$ cat config.mk
export PLATFORM = sky130hd
export DESIGN_NAME = alu0_issue_queue
export DESIGN_NICKNAME = d
export VERILOG_FILES = /design/src/rtl/alu0_iq_pkg.sv /design/src/rtl/alu0_iq_entry.sv /design/src/rtl/alu0_issue_queue.sv
export SDC_FILE = /design/constraint.sdc
export NUM_CORES = 2
export LEC_CHECK = 0
export ABC_AREA = 1
export ABC_CLOCK_PERIOD_IN_PS = 23500
export CORE_ASPECT_RATIO = 1.75
export CORE_MARGIN = 3
export CORE_UTILIZATION = 65
export CTS_CLUSTER_SIZE = 25
export DETAILED_ROUTE_END_ITERATION = 12
export DONT_BUFFER_PORTS = 1
export PLACE_DENSITY = 0.81
export SETUP_SLACK_MARGIN = 0.1
export SLEW_MARGIN = 15
export SYNTH_ARGS = -nofsm -noshare
export SYNTH_HDL_FRONTEND = slang
export SYNTH_SLANG_ARGS = --single-unit
export TNS_END_PERCENT = 10
$ cat constraint.sdc
create_clock -name clk -period 23.5 [get_ports clk]
set_input_delay 3.525 -clock clk [delete_from_list [all_inputs] [get_ports clk]]
set_output_delay 3.525 -clock clk [all_outputs]
set_load 0.1 [all_outputs]
$ cat src/rtl/alu0_iq_pkg.sv
// Shared types and widths for the ALU0 issue queue.
//   PR_W / ROB_W : physical-register tag and ROB ID widths
//   OP_W / IMM_W : opcode and immediate widths
//   N_WK         : wakeup tag sources (wb0, wb1, ALU0 self broadcast)
//   alu0_iq_entry_t : one queue slot (valid, payload, per-source ready bits)
package alu0_iq_pkg;

  localparam int PR_W  = 6;
  localparam int ROB_W = 6;
  localparam int OP_W  = 5;
  localparam int IMM_W = 20;
  localparam int N_WK  = 3;

  typedef struct packed {
    logic             valid;
    logic [OP_W-1:0]  op;
    logic [IMM_W-1:0] imm;
    logic [PR_W-1:0]  dest;
    logic [PR_W-1:0]  src1;
    logic             src1_rdy;
    logic [PR_W-1:0]  src2;
    logic             src2_rdy;
    logic [ROB_W-1:0] rob_id;
  } alu0_iq_entry_t;

  function automatic logic entry_ready(alu0_iq_entry_t e);
    return e.valid & e.src1_rdy & e.src2_rdy;
  endfunction

endpackage

$ cat src/rtl/alu0_iq_entry.sv
// One issue-queue slot with its wakeup comparators.
// Ports:
//   clk, rst          : clock, async active-high reset
//   flush             : clears the slot on the next edge
//   ld_disp           : load disp_entry (new dispatch)
//   ld_shift          : load shift_entry (compaction from the slot above)
//   disp_entry        : dispatched uop, ready bits from the dispatch stage
//   shift_entry       : contents of the next-higher slot
//   wk_vld, wk_tag    : wakeup broadcasts active this cycle
//   entry_q           : registered slot contents
module alu0_iq_entry
  import alu0_iq_pkg::*;
(
  input  logic                       clk,
  input  logic                       rst,
  input  logic                       flush,
  input  logic                       ld_disp,
  input  logic                       ld_shift,
  input  alu0_iq_entry_t             disp_entry,
  input  alu0_iq_entry_t             shift_entry,
  input  logic [N_WK-1:0]            wk_vld,
  input  logic [N_WK-1:0][PR_W-1:0]  wk_tag,
  output alu0_iq_entry_t             entry_q
);

  alu0_iq_entry_t entry_d;

  // Wakeups are applied after the hold/shift/dispatch mux, so a uop being
  // shifted down or freshly written still sees this cycle's broadcasts.
  always_comb begin
    entry_d = entry_q;
    if (ld_disp)
      entry_d = disp_entry;
    else if (ld_shift)
      entry_d = shift_entry;

    for (int w = 0; w < N_WK; w++) begin
      if (wk_vld[w] && entry_d.valid) begin
        if (entry_d.src1 == wk_tag[w]) entry_d.src1_rdy = 1'b1;
        if (entry_d.src2 == wk_tag[w]) entry_d.src2_rdy = 1'b1;
      end
    end

    if (flush)
      entry_d = '0;
  end

  always_ff @(posedge clk or posedge rst) begin
    if (rst) entry_q <= '0;
    else     entry_q <= entry_d;
  end

endmodule

$ cat src/rtl/alu0_issue_queue.sv
// Compacting issue queue for the ALU0 pipe. Oldest uop lives at index 0;
// each cycle the lowest-index ready uop is driven on ALU0_select_* and
// removed, with younger entries shifting down one slot.
// Optional macro: ALU0_IQ_SELF_WAKEUP_EN -- when defined, the issuing uop's
// destination tag is broadcast as a third wakeup source in the same cycle.
// Ports:
//   clk, rst, flush            : clock, async reset, ROB flush
//   disp_*                     : dispatch handshake and uop payload
//   wb0_*/wb1_*                : external wakeup broadcasts
//   ALU0_select_*              : issued uop to register-read
//   iq_count                   : occupied entries
// Tag and ROB widths come from alu0_iq_pkg.
module alu0_issue_queue
  import alu0_iq_pkg::*;
#(
  parameter int DEPTH = 8
) (
  input  logic                         clk,
  input  logic                         rst,
  input  logic                         flush,
  input  logic                         disp_vld,
  output logic                         disp_rdy,
  input  logic [OP_W-1:0]              disp_op,
  input  logic [IMM_W-1:0]             disp_imm,
  input  logic [PR_W-1:0]              disp_dest,
  input  logic [PR_W-1:0]              disp_src1,
  input  logic                         disp_src1_rdy,
  input  logic [PR_W-1:0]              disp_src2,
  input  logic                         disp_src2_rdy,
  input  logic [ROB_W-1:0]             disp_ROB_ID,
  input  logic                         wb0_vld,
  input  logic [PR_W-1:0]              wb0_PR,
  input  logic                         wb1_vld,
  input  logic [PR_W-1:0]              wb1_PR,
  output logic                         ALU0_select_vld,
  output logic [OP_W-1:0]              ALU0_select_op,
  output logic [IMM_W-1:0]             ALU0_select_imm,
  output logic [PR_W-1:0]              ALU0_select_dest,
  output logic [PR_W-1:0]              ALU0_select_source1,
  output logic [PR_W-1:0]              ALU0_select_source2,
  output logic [ROB_W-1:0]             ALU0_select_ROB_ID,
  output logic [$clog2(DEPTH):0]       iq_count
);

  localparam int IDX_W = $clog2(DEPTH);
  localparam int CNT_W = IDX_W + 1;

  alu0_iq_entry_t             ent_q [DEPTH];
  alu0_iq_entry_t             disp_entry;
  alu0_iq_entry_t             sel_entry;
  logic [CNT_W-1:0]           count_q, count_d;
  logic [CNT_W-1:0]           wr_idx;
  logic [IDX_W-1:0]           sel_idx;
  logic                       sel_found;
  logic                       issue;
  logic                       fire;
  logic [N_WK-1:0]            wk_vld;
  logic [N_WK-1:0][PR_W-1:0]  wk_tag;

  // Oldest-ready select: scanning downward leaves the lowest index standing.
  always_comb begin
    sel_found = 1'b0;
    sel_idx   = '0;
    for (int i = DEPTH - 1; i >= 0; i--) begin
      if (entry_ready(ent_q[i])) begin
        sel_found = 1'b1;
        sel_idx   = IDX_W'(i);
      end
    end
  end

  assign sel_entry = ent_q[sel_idx];
  assign issue     = sel_found & ~flush;

  // Full queue refuses dispatch even when a slot frees this cycle.
  assign disp_rdy  = (count_q != CNT_W'(DEPTH));
  assign fire      = disp_vld & disp_rdy & ~flush;
  assign wr_idx    = count_q - CNT_W'(issue);

  always_comb begin
    disp_entry          = '0;
    disp_entry.valid    = 1'b1;
    disp_entry.op       = disp_op;
    disp_entry.imm      = disp_imm;
    disp_entry.dest     = disp_dest;
    disp_entry.src1     = disp_src1;
    disp_entry.src1_rdy = disp_src1_rdy;
    disp_entry.src2     = disp_src2;
    disp_entry.src2_rdy = disp_src2_rdy;
    disp_entry.rob_id   = disp_ROB_ID;
  end

  assign wk_tag = {sel_entry.dest, wb1_PR, wb0_PR};
`ifdef ALU0_IQ_SELF_WAKEUP_EN
  assign wk_vld = {issue, wb1_vld, wb0_vld};
`else
  assign wk_vld = {1'b0, wb1_vld, wb0_vld};
`endif

  for (genvar i = 0; i < DEPTH; i++) begin : g_ent
    alu0_iq_entry_t shift_in;
    if (i == DEPTH - 1) begin : g_top
      assign shift_in = '0;
    end else begin : g_mid
      assign shift_in = ent_q[i+1];
    end

    alu0_iq_entry u_entry (
      .clk         (clk),
      .rst         (rst),
      .flush       (flush),
      .ld_disp     (fire && (CNT_W'(i) == wr_idx)),
      .ld_shift    (issue && (IDX_W'(i) >= sel_idx)),
      .disp_entry  (disp_entry),
      .shift_entry (shift_in),
      .wk_vld      (wk_vld),
      .wk_tag      (wk_tag),
      .entry_q     (ent_q[i])
    );
  end

  always_comb begin
    count_d = count_q + CNT_W'(fire) - CNT_W'(issue);
    if (flush) count_d = '0;
  end

  always_ff @(posedge clk or posedge rst) begin
    if (rst) count_q <= '0;
    else     count_q <= count_d;
  end

  assign iq_count            = count_q;
  assign ALU0_select_vld     = issue;
  assign ALU0_select_op      = sel_entry.op;
  assign ALU0_select_imm     = sel_entry.imm;
  assign ALU0_select_dest    = sel_entry.dest;
  assign ALU0_select_source1 = sel_entry.src1;
  assign ALU0_select_source2 = sel_entry.src2;
  assign ALU0_select_ROB_ID  = sel_entry.rob_id;

endmodule

Yosys cells after proc, flatten, opt, wreduce, memory -nomap -nowiden
Cells that the tools add are included.

$add $sub $neg: 3. Multipliers: 0. Divide/modulo/power cells: 0. Magnitude comparators: 9. Eq/ne operators: 40. Shift operators: 0. Multiplexer cells: 108. Bitwise gates (word level): 21. Reduce and logical (&&, ||, !) cells: 41.

Operator list (count): 2-to-1 mux 52 bit (24); == test 6 bit (32); binary-select mux 52 bit (select 3 bit) (1); 2-to-1 mux 51 bit (2); 2-to-1 mux 1 bit (72); logical AND 1 bit (32); 2-to-1 mux 3 bit (8); nonzero test 3 bit (8); bitwise AND 1 bit (19); == test 3 x 4 -> 1 bit, first input constant (4); greater-or-equal comparator 3 bit, first input constant (4); == test 2 x 4 -> 1 bit, first input constant (2); subtractor 4 x 1 -> 4 bit (2); greater-or-equal comparator 1 x 3 -> 1 bit, first input constant (2); greater-or-equal comparator 2 x 3 -> 1 bit, first input constant (2); adder 4 x 1 -> 4 bit (1); == test 1 x 4 -> 1 bit, first input constant (1); greater-or-equal comparator 4 bit, second input constant (1); logical NOT 4 bit (1); 2-to-1 mux 4 bit (1); != test 4 bit, second input constant (1); inverter 3 -> 4 bit (1); inverter 1 bit (1).

Register bits after elaboration: 420. Bits in latches: 0. Memory bits (writable): 0. Memory bits (read-only): 0. Input bits: 69. Output and inout port bits: 55. Logic and storage cells: 295. Memories kept: 0.

Logic depth before layout (Yosys ltp)
Word-level depth: 21. Gate-level depth with buffers: 24. Mapped depth without buffers: 23.

Modules after synthesis
From an unflattened synthesis, not the netlist that was laid out.

Cells, all modules: 4949. Area total of the unflattened synthesis: 33398.3 µm².

Modules (own cells, without submodules): alu0_iq_entry (instances 8, cells an instance 442, area an instance 3409.5 µm², sequential area each 1301.2 µm²); alu0_issue_queue (instances 1, cells an instance 1413, area an instance 6122.1 µm², sequential area each 100.1 µm²).

Worst setup path before layout
OpenSTA, ideal clock, no wires.

Kind: input to output. From: in flush. To: out ALU0_select_vld. Data arrival time: 4896 ps. Required time: 19975 ps. Slack: 15079 ps. Stages on the path: 3. Path buffers: 2. Cell sequence: buf_6 a21oi_4 clkbuf_1.

Cells in the longest elaborated chain, start to end: 2.

RTL lines: start, declared (RTL line alu0_issue_queue.sv:20) `input logic flush,`; inverter 1 bit (RTL line alu0_issue_queue.sv:73) `assign issue = sel_found & ~flush;`; bitwise AND 1 bit (RTL line alu0_issue_queue.sv:73); end, declared (RTL line alu0_issue_queue.sv:35) `output logic ALU0_select_vld,`.

Every way passes these cells.

Worst setup path after layout
From: reg g_ent[7].u_entry.entry_q[51] (netlist bit). To: out ALU0_select_source2[3].

Cells in the longest elaborated chain, start to end: 14.

RTL lines: start, declared (RTL line alu0_iq_entry.sv:23) `output alu0_iq_entry_t entry_q`; start signal, assigned (RTL line alu0_iq_entry.sv:50) `else entry_q <= entry_d;`; bitwise AND 1 bit (2 in a row) (RTL line alu0_iq_pkg.sv:27) `return e.valid & e.src1_rdy & e.src2_rdy;`; 2-to-1 mux 3 bit (8 in a row) (RTL line alu0_issue_queue.sv:65) `if (entry_ready(ent_q[i])) begin`; inverter 3 -> 4 bit (not written as such) (RTL line alu0_issue_queue.sv:72) `assign sel_entry = ent_q[sel_idx];`; binary-select mux 52 bit (select 3 bit) (RTL line alu0_issue_queue.sv:72); 2-to-1 mux 51 bit (not written as such) (2 in a row) (RTL line alu0_issue_queue.sv:72); end, declared (RTL line alu0_issue_queue.sv:40) `output logic [PR_W-1:0] ALU0_select_source2,`.

Every way passes these cells. The select of a mux whose other input is x is not followed.

==> flow_metrics.tcl <==
set metrics [dict create \
    cts_made_buffers 41 \
    drv_slew 0 \
    area_growth_pct 6.05 \
    cts_setup_buffers 0 \
    via_per_inst 7.16 \
    placed_cells 4071 \
    fin_crit_sh 0.378 \
    p_leak_nw 12.0 \
    post_cts_resized 0 \
    drtIter0Drc 4827 \
    postCtsHoldBufs 0 \
    ys_ff_latch 420 \
    worstSetupStartpointType "flip-flop" \
    power_density_mw_per_mm2 76.5 \
    arrival_ps 5350 \
    tightest_slew_ps 1250 \
    worst-path-max-fanout 110 \
    synth_top_area_cell "dfrtp_1" \
    setup_viol_count_final 0 \
    crit_path_frequent_cell "nand2_1" \
    cts_sinks 420 \
    final_common_cell "o21ai_0" \
    synth_top_area_share 0.398 \
    ys_seq_area_frac 0.398 \
    via_count 29704 \
    crit_chain "nand2_1 > nor2_1 > nand2_1 > nand2_1 > nand2_1 > nand2_1 > nand2_1 > nand2_1 > nand2_4 > buf_4 > buf_4 > o21ai_0 > a32oi_2" \
    synth_area_leaders "dfrtp_1, o21ai_0, a21oi_1" \
    antenna_found_initial 3 \
    core_mm2 0.0401 \
    synthArstFlopShare 1.00 \
    dp_hpwl_mm 70.2 \
    die_h_um 273 \
    synth_top_family_by_area "compound AO/OA/AOI/OAI gates" \
    drive_gt1_frac 0.0589 \
    ys_types 47 \
    path_clk_slew_ps 70 \
    dieArea_mm2 0.0432 \
    overflow 0 \
    finalHoldViolations 0 \
    fp.dieW_um 158 \
    synth_ff_type "dfrtp_1" \
    fin_nets 3698 \
    gp_congestion 1.01 \
    crit_family "buffers and inverters" \
    crit_type "flip-flop to output pin" \
    crit_path_max_incr_delay_ps 1130 \
    syn_area_mm2 0.0264 \
    final_cell_mix "o21ai_0, nand2_1, inv_1" \
    holdWs_ps 545 \
    worstPathBufferInverterCount 2 \
    grt_max_degree 177 \
    run_status "finished, final reports clean" \
    instances_no_fill 4147 \
    worstPathRequired_ps 19980 \
    drt-wirelength-per-cell_um 27.8 \
    cp-end-kind "output pin" \
    cts_tree "yes" \
    p_total_mw 2.14 \
    wl_mm 115 \
    start_util 0.660 \
    root_buffer "clkbuf_16" \
    syn_nets 3883 \
    grt_pass1_wl_mm 171 \
    placementRows 97 \
    min_path_type "flip-flop to flip-flop" \
    synth_edf_count 0 \
    synthMuxAreaShare 0 \
    grt_pass1_vias 29828 \
    yosys.area_share.simple 0.190 \
    irDropWorstVdd_mv 0.0555 \
    critPathSlowestCell "a32oi_2" \
    clock_latency_ps 570 \
    grt_use_total 0.524 \
    dr.pass1.iters 8 \
    synth_cells 3804 \
    rsz0062_at_grt "no" \
    clock_path_buffers 3 \
    drc_errors 0 \
    finalCriticalPeriod_ps 8880 \
    slew-limit-headroom 0.166 \
    setup_tns_ps 0 \
    htree_levels 2 \
    skew_ps 23.3 \
    synth-compound-area-share 0.277 \
    yosysWarnings 0 \
    synth-adder-area-share 0.00502 \
    timing.fmax_ghz 0.113 \
    avgSynthCellArea_um2 6.94 \
    drv_cap 0 \
    ant_nets 0 \
    synth_xor_area_frac 0.0182 \
    port_buffers 0 \
    num_io_pins 124 \
]
==> cells in the mapped netlist (2+ instances only) <==
master	count
buf_1	37
o21ai_1	27
a221oi_1	4
inv_2	7
nand4_1	13
o211ai_1	27
nor2_4	2
inv_1	468
nor2_8	2
clkinv_1	6
xor2_1	54
nand3_1	254
buf_2	44
o21ai_0	622
buf_6	5
nor2_2	4
nand2_1	548
a31oi_1	7
dfrtp_1	420
nand2_2	5
a211oi_1	6
a21oi_4	3
or2_2	2
clkbuf_1	188
nor3_1	10
o22ai_1	158
nand3b_1	3
o21a_1	4
buf_4	4
a32oi_1	42
nor2_1	357
a21oi_2	2
ha_1	9
nand3_2	2
o21ai_2	6
a21oi_1	441
==> layer usage <==
layer	track usage	up-vias	share of wire	wire length, um
li1	-	12373	-	-
met4	0.545	2	0.14	15700
met2	0.788	2836	0.44	50300
met1	0.555	13410	0.29	33400
met5	0	-	0.00011	13
met3	0.160	1083	0.14	16000
==> final timing paths <==
path / startpoint / to / slack, ps / depth (start not counted)
max: g_ent[7].u_entry.entry_q[51]$_DFF_PP0_ / ALU0_select_source2[3] / 14620 / 13
min: g_ent[0].u_entry.entry_q[42]$_DFFE_PP0P_ / g_ent[0].u_entry.entry_q[42]$_DFFE_PP0P_ / 550 / 2
max reg2reg: g_ent[0].u_entry.entry_q[13]$_DFF_PP0_ / g_ent[0].u_entry.entry_q[6]$_DFF_PP0_ / 17450 / 17
min reg2reg: g_ent[0].u_entry.entry_q[42]$_DFFE_PP0P_ / g_ent[0].u_entry.entry_q[42]$_DFFE_PP0P_ / 550 / 2
max in group asynchronous: rst / g_ent[1].u_entry.entry_q[27]$_DFFE_PP0P_ / 17440 / 4
min in group asynchronous: rst / g_ent[1].u_entry.entry_q[40]$_DFFE_PP0P_ / 2930 / 1
==> power breakdown <==
| group | internal (mW) | switching [mW] |
|---|---|---|
| Combinational | 0.125 | 0.540 |
| Clock | 0.355 | 0.303 |
| Sequential | 0.781 | 0.0384 |
==> sequential cells by signal, indices dropped and copies added, names as in the netlist <==
name,cells
g_ent.u_entry.entry_q,416
iq_count,4
==> stage by stage <==
stage / cell area (um2) / setup WS [ps] / utilization
2_1_floorplan: 26400 / 8280 / -
6_report: 28000 / 14620 / 0.699
3_3_place_gp: 26700 / 15500 / 0.667
3_5_place_dp: 26700 / 15460 / 0.667
5_1_grt: 28000 / 14470 / 0.699
4_1_cts: 28000 / 14840 / 0.699
==> cell families (layout without fill, tap and decap cells) <==
family                     after synthesis  count (layout)
AOI/OAI and AO/OA                     1353            1353
xor gates and xnor gates                55              55
adders and majority gates               10              10
buffers and inverters                  760             606
DFF                                    420             420
other                                    0               2
and+or+nand+nor                       1206            1206
==> final cells by class <==
| cell class | count | area [um2] |
|---|---|---|
| flip-flops and latches | 420 | 10500 |
| well taps | 495 | 619 |
| clock inverters | 12 | 105 |
| inverters | 482 | 1820 |
| repair buffers | 50 | 388 |
| clock buffers | 62 | 1160 |
| fillers | 3265 | 12000 |
| diodes | 2 | 5.00 |
| multi-input cells | 2624 | 13400 |
==> worst min-delay path: stages (launching register included) <==
cell and delay (ps):
dfrtp_1 320, inv_1 50, o21ai_0 140
Note: power is estimated with default switching activity, not from simulation.
